$ cat src/rtl/rv_pkg.sv
// Shared constants and types for the integer register file of the single-cycle core.
package rv_pkg;
  localparam int unsigned XLEN_C     = 32;
  localparam int unsigned NREG_C     = 32;
  localparam int unsigned REG_AW_C   = 5;
  localparam logic [4:0]  REG_ZERO_C = 5'd0;

  typedef enum logic {
    RF_INIT,
    RF_RUN
  } rf_state_t;
endpackage

$ cat src/rtl/rf_clear_seq.sv
// Post-reset clear sequencer: walks x1..x(NREG-1) one per cycle and flags init_busy
// until the last entry has been zeroed.
module rf_clear_seq
  import rv_pkg::*;
#(
  parameter int unsigned NREG = NREG_C,
  parameter int unsigned AW   = REG_AW_C
) (
  input  logic          clk,
  input  logic          rst,
  output logic          clr_we,
  output logic [AW-1:0] clr_addr,
  output logic          init_busy
);

  rf_state_t     state_q, state_d;
  logic [AW-1:0] cnt_q, cnt_d;
  logic          last_entry;

  assign last_entry = (cnt_q == AW'(NREG - 1));

  always_ff @(posedge clk) begin
    state_q <= state_d;
    cnt_q   <= cnt_d;
  end

  always_comb begin
    state_d = state_q;
    cnt_d   = cnt_q;
    if (rst) begin
      state_d = RF_INIT;
      cnt_d   = AW'(1);
    end else begin
      unique case (state_q)
        RF_INIT: begin
          // Hold cnt on the final step so it never wraps to x0.
          if (last_entry) begin
            state_d = RF_RUN;
          end else begin
            cnt_d = cnt_q + AW'(1);
          end
        end
        RF_RUN:  state_d = RF_RUN;
        default: state_d = RF_INIT;
      endcase
    end
  end

  always_comb begin
    init_busy = (state_q == RF_INIT);
    clr_we    = (state_q == RF_INIT) && !rst;
    clr_addr  = cnt_q;
  end

endmodule

$ cat src/rtl/reg_file.sv
// Two-read/one-write integer register file with x0 hardwired to zero.
// Optional write-through forwarding under REGFILE_BYPASS_EN.
module reg_file
  import rv_pkg::*;
#(
  parameter int unsigned XLEN = XLEN_C,
  parameter int unsigned NREG = NREG_C,
  parameter int unsigned AW   = REG_AW_C
) (
  input  logic            clk,
  input  logic            rst,
  input  logic [AW-1:0]   a1,
  input  logic [AW-1:0]   a2,
  input  logic [AW-1:0]   a3,
  input  logic [XLEN-1:0] wd3,
  input  logic            we3,
  output logic [XLEN-1:0] rd1,
  output logic [XLEN-1:0] rd2,
  output logic            init_busy
);

  logic [XLEN-1:0] mem_q [NREG];
  logic [XLEN-1:0] mem_d [NREG];

  logic            clr_we;
  logic [AW-1:0]   clr_addr;
  logic            core_wr;
  logic            core_we;
  logic            wr_en;
  logic [AW-1:0]   wr_addr;
  logic [XLEN-1:0] wr_data;

  rf_clear_seq #(
    .NREG (NREG),
    .AW   (AW)
  ) u_clear_seq (
    .clk       (clk),
    .rst       (rst),
    .clr_we    (clr_we),
    .clr_addr  (clr_addr),
    .init_busy (init_busy)
  );

  // core_wr qualifies forwarding; core_we additionally lets reset win over the write.
  assign core_wr = !init_busy && we3 && (a3 != '0);
  assign core_we = core_wr && !rst;

  always_comb begin
    wr_en   = clr_we || core_we;
    wr_addr = clr_we ? clr_addr : a3;
    wr_data = clr_we ? '0 : wd3;
  end

  always_comb begin
    for (int i = 0; i < int'(NREG); i++) begin
      mem_d[i] = mem_q[i];
    end
    if (wr_en) begin
      mem_d[wr_addr] = wr_data;
    end
  end

  always_ff @(posedge clk) begin
    for (int i = 0; i < int'(NREG); i++) begin
      mem_q[i] <= mem_d[i];
    end
  end

  always_comb begin
    rd1 = mem_q[a1];
    rd2 = mem_q[a2];
`ifdef REGFILE_BYPASS_EN
    if (core_wr && (a1 == a3)) begin
      rd1 = wd3;
    end
    if (core_wr && (a2 == a3)) begin
      rd2 = wd3;
    end
`endif
    if (init_busy || (a1 == '0)) begin
      rd1 = '0;
    end
    if (init_busy || (a2 == '0)) begin
      rd2 = '0;
    end
  end

endmodule

$ cat config.mk
export PLATFORM = sky130hd
export DESIGN_NAME = reg_file
export DESIGN_NICKNAME = d
export VERILOG_FILES = /design/src/rtl/rv_pkg.sv /design/src/rtl/rf_clear_seq.sv /design/src/rtl/reg_file.sv
export SDC_FILE = /design/constraint.sdc
export NUM_CORES = 1
export LEC_CHECK = 0
export CAP_MARGIN = 5
export CORE_MARGIN = 8
export CORE_UTILIZATION = 40
export DETAILED_ROUTE_END_ITERATION = 10
export SYNTH_ARGS = -nofsm -noshare
export SYNTH_HDL_FRONTEND = slang
export SYNTH_SLANG_ARGS = --single-unit
$ cat constraint.sdc
create_clock -name clk -period 3.6 [get_ports clk]
set_input_delay 0.72 -clock clk [delete_from_list [all_inputs] [get_ports clk]]
set_output_delay 0.72 -clock clk [all_outputs]
set_load 0.03 [all_outputs]
After elaboration in Yosys (flattened, before gate mapping)
Memories as Yosys holds them, arrays and structs flattened.
Cells that the tools add are included.
{ "word_totals": {"reg_bits": 6, "ram_bits": 1024, "input_bits": 50, "mem_count": 1} }
{ "op_classes": {"add_sub_neg": 1, "magnitude_cmp": 2, "eq_ne": 1, "muxes": 10, "n_bitwise": 3, "n_reduce_logical": 13} }
{ "mem_list": {"columns": ["memory", "words", "word_bits", "read_ports", "rd_ports_with_merged_regs", "write_ports", "line_no", "source"], "rows": [
  ["mem_q", 32, 32, 34, 0, 32, "reg_file.sv:22", "logic [XLEN-1:0] mem_q [NREG];"]
]} }
{ "op_table": {"columns": ["operator", "n"], "rows": [
  ["$bwmux W1024", 1],
  ["$mux W1024", 1],
  ["$demux W32 S5", 1],
  ["$mux W32", 4],
  ["$logic_not A5 Y1", 2],
  ["$ge A6 B6 Y1 const B", 1],
  ["$lt A6 B1 Y1 const B", 1],
  ["$not A5 Y6", 1],
  ["$add A5 B1 Y5 const B", 1],
  ["$eq A5 B5 Y1 const B", 1],
  ["$logic_and A1 B1 Y1", 5],
  ["$mux W5", 1],
  ["$reduce_bool A5 Y1", 1],
  ["$logic_or A1 B1 Y1", 3],
  ["$not A1 Y1", 2],
  ["$pmux W1 S2", 1],
  ["$reduce_and A2 Y1", 1],
  ["$logic_not A1 Y1", 1],
  ["$mux W1", 1]
]} }

Logic depth before layout (Yosys ltp)
{ "depth": {"depth_word": 10, "depth_mapped": 8, "depth_no_buf": 7} }

By module
A second synthesis with hierarchy kept.
{ "hier_totals": {"hier_cells": 2356, "area_unflattened_um2": 47967.3} }
{ "modules_own_cells": {"columns": ["mod", "n_inst", "cells_each", "area_per_inst_um2", "seq_area_each_um2"], "rows": [
  ["reg_file", 1, 2328, 47699.5, 30749.5],
  ["rf_clear_seq", 1, 28, 267.8, 120.1]
]} }

Least setup slack after synthesis
No wires, ideal clock.
{ "synth_path": {"kind": "input to register", "start": "in rst", "end": "mem mem_q[10][0] (netlist name), enable pin", "setup_ps": 421, "arrival_ps": 3092, "t_required_ps": 3179, "slack_ps": 87, "cell_stages": 5, "n_path_buf": 1, "cell_sequence": "clkbuf_1 -> or4b_2 -> o21ai_0 -> nand2_1 -> nor2_1"} }
{ "synth_lines": {"columns": ["element", "line_no", "source"], "rows": [
  ["from (decl)", "reg_file.sv:11", "input logic rst,"],
  ["to (decl)", "reg_file.sv:22", null]
]} }

Worst setup path in the final report
{ "layout_path": {"start": "in a2[3]", "end": "out rd2[28]"} }
{ "layout_between": {"elab_chain_len": 3, "elab_cells_between_ends": 4, "classes_between": "1 x mux; 2 x reduce/logical; 1 x memory"} }
{ "layout_lines": {"columns": ["element", "line_no", "source"], "rows": [
  ["from (decl)", "reg_file.sv:13", "input logic [AW-1:0] a2,"],
  ["parallel branches: the longest is 2 deep, another holds $mem_v2 Z32 W32", null, null],
  ["$mux W32 *", "reg_file.sv:83", "if (init_busy || (a2 == '0)) begin"],
  ["to (decl)", "reg_file.sv:18", "output logic [XLEN-1:0] rd2,"]
]} }
Every way passes the cells marked *.

==> key figures <==
Layout
  • Final Instance Count excl. Fillers: 4,830
  • Area delta synth->final: 20.1%
  • Fillcell total: 9,997
  • Area occupied by multi-input gates: 0.0164 mm²
  • Design Area, Final: 0.0577 mm²
  • Nets: 3,190
  • FF/Latch Area: 0.0309 mm²
  • Final core occ: 48.3%
  • Layout cells sized above 1: 25.2%

Clocking
  • CTS Buffer Depth: 3
  • TritonCTS Buffers: 101
  • H-tree depth: 3
  • CTS tree: built
  • Clk pin slew, worst setup/hold paths: 0.06 ns
  • Clk root buf: clkbuf_16
  • Worst skew pair latency: 0.67 ns
  • CTS Sinks: 1,030
  • Hold Buf Count CTS: 0

Global routing
  • Total gr overflow: 0
  • Vias in the first global route: 31,582
  • GRT busiest layer: met2
  • Initial antenna violation count: 2
  • Global-route wire length before repair: 228,000 µm
  • Met2 Use GR: 40.0%
  • Grt met1 use: 30.5%
  • Total Routing Usage GR: 23.9%
  • Largest net degree at the start of global routing: 41
  • Met3 track demand over resource: 4.57%

Route
  • Drt total wl: 162,000 µm
  • DRC: 0
  • Post-route ant nets: 0
  • Initial DRC count: 3,528
  • Via density: 6.34
  • Drt wl/cell: 33.5 µm
  • First-pass DRT Iterations: 6
  • Total number of vias: 30,616

STA
  • Max-slew violations: 0
  • Worst hold slack: 0.554 ns
  • Slew headroom: 11.6%
  • Unrepaired setup endpoints after global routing: true
  • Clock skew: 0.0143 ns
  • Fin crit share: 99.7%
  • Final setup violation count: 0
  • Max Fclk: 279 MHz
  • Worst slew pin tran: 1.32 ns
  • Fin. Hold Viols: 0
  • Final min period: 3.59 ns

Pwr
  • Net load switching power: 5770 µW
  • Max VDD drop: 0.000438 V
  • Logic gate share of total power: 7.9%
  • Internal power: 20,100 µW
  • Pleak: 0.0198 µW
  • Flop pwr share: 51.7%
  • Switch share: 22.3%
  • PwrDens: 449 mW/mm²
  • Clk pwr share: 40.4%

Floorplan
  • Die area: 0.131 mm²
  • Core area: 0.119 mm²
  • Die H: 362 µm
  • FP Rows: 127
  • Initial Utilization: 40.2%
  • Chip Width: 362 µm
  • Number of primary I/O pins: 115

Yosys
  • Sequential share of the synthesized area: 64.3%
  • Synth area leader: edfxtp_1
  • Yosys top cell area share: 64.0%
  • Cell variety after synth: 45
  • Synth top cells by count: edfxtp_1, mux2i_1, a22oi_1
  • Avg Cell Area, Syn: 16.7 µm²
  • Gate Count Post-Synth: 2,871
  • Asr flop ratio synth: 0%
  • Post-synth EDFFs: 1,024
  • Count leader, synth: edfxtp_1
  • Synthesized Nets: 2,923
  • Primary FF master, synth: edfxtp_1
  • Warnings from Yosys: 0
  • Register bit total from synthesis: 1,030
  • Dominant cells by area after synthesis: edfxtp_1, mux2i_1, mux4_2
  • Syn Std Cell Area: 0.0480 mm²

Placement
  • Dpl hpwl: 102,000 µm
  • GP Congestion: 0.870
  • Dpl cells: 4,637
  • Port Buf Inserts: 114
  • Cell Area, Placed: 0.0542 mm²

Setup path
  • Req. time, crit path: 2.88 ns
  • CP Data Arrival Time: 2.87 ns
  • Crit start category: input port
  • Worst Path Max Fanout: 9
  • Worst setup EP type: primary output
  • Crit path kind: in2out

Hold path
  • Worst min path class: reg2reg

Status
  • Status: completed

Job
  • MaxCap Viol Count: 0
registers in the layout, indices dropped and copies added, names as in the netlist:
signal,flops
u_clear_seq.state_q,1
mem_q,1024
u_clear_seq.clr_addr,5
layout by cell type, fill, tap and decap left out, drive strengths merged, types with 2 or more instances in the layout:
cell / count
inv: 6
and2: 6
dlymetal6s2s: 2
dfxtp: 6
mux4: 234
a22o: 31
o21ai: 4
and3: 2
nor2: 49
clkbuf: 129
clkinv: 35
or4b: 2
nand4: 66
mux2i: 558
clkinvlp: 6
a22oi: 299
nand3: 146
nor3: 4
nor2b: 38
buf: 350
nand2b: 6
ha: 2
nand2: 76
bufinv: 10
a31oi: 31
xor2: 2
a21oi: 35
clkdlybuf4s50: 41
edfxtp: 1024
path summary, 6_finish.rpt:
kind | startpoint | end | slack [ns] | cells past startpoint
setup / recovery | a2[3] | rd2[28] | 0.01 | 8
hold / removal | u_clear_seq.clr_addr[4] | u_clear_seq.clr_addr[4] | 0.55 | 2
setup reg to reg | u_clear_seq.state_q | mem_q[2][10] | 0.86 | 6
hold reg to reg | u_clear_seq.clr_addr[4] | u_clear_seq.clr_addr[4] | 0.55 | 2
metal layers:
layer,part of all wire (%),vias to the layer above
met2,49,1794
met3,8.9,423
met4,4.5,0
met5,0,-
li1,-,12470
met1,38,15929
repair_timing:
action | in CTS | in global routing
setup endpoints to repair | 63 | 5
gates resized for setup | 7 | 5
pin swaps | 5 | 5
hold endpoints to repair | 0 | 0
gates cloned | 0 | 1
buffers inserted | 0 | 3
area by class of cell:
type                       instances  area share, %
sequential                      1030           53.5
tap                             1612           3.50
timing repair buffer             395           8.94
multi-input combinational       1607           28.4
inverter                           3         0.0195
antenna                            1        0.00434
clock buffer                     128           4.63
clock inverter                    54          0.957
metrics by stage:
stage / total power (µW) / setup WS, ns / TNS [ns]
5_1_grt: 26500 / -0.0150 / -0.0334
3_5_place_dp: 15600 / -0.190 / -0.217
2_1_floorplan: 14800 / 0.0869 / 0
3_3_place_gp: 15600 / -0.177 / -0.192
4_1_cts: 26000 / 0.000360 / 0
6_report: 25900 / 0.0120 / 0
worst max-delay path, stage by stage:
cell,delay (ns)
clkdlybuf4s50_1,0.48
or3b_1,0.45
buf_12,0.17
nor2_4,0.12
buf_4,0.27
a22oi_2,0.18
nand4_1,0.28
buf_12,0.17
logic make-up after synthesis:
logic type	share of synthesized area (%)
xor+xnor	0.0547
buf+inv	2.50
simple gates	4.32
flops	64.3
mux	22.6
fa+ha+maj	0.0521
compound gates	6.13
power groups by stage:
stage,registers [µW],clock network (µW),logic (µW)
3_5_place_dp,13600,0,2000
5_1_grt,13400,11000,2120
4_1_cts,13400,10600,2010
6_report,13400,10500,2040
3_3_place_gp,13600,0,1960
2_1_floorplan,13600,0,1190
Note: power is estimated with default switching activity, not from simulation.
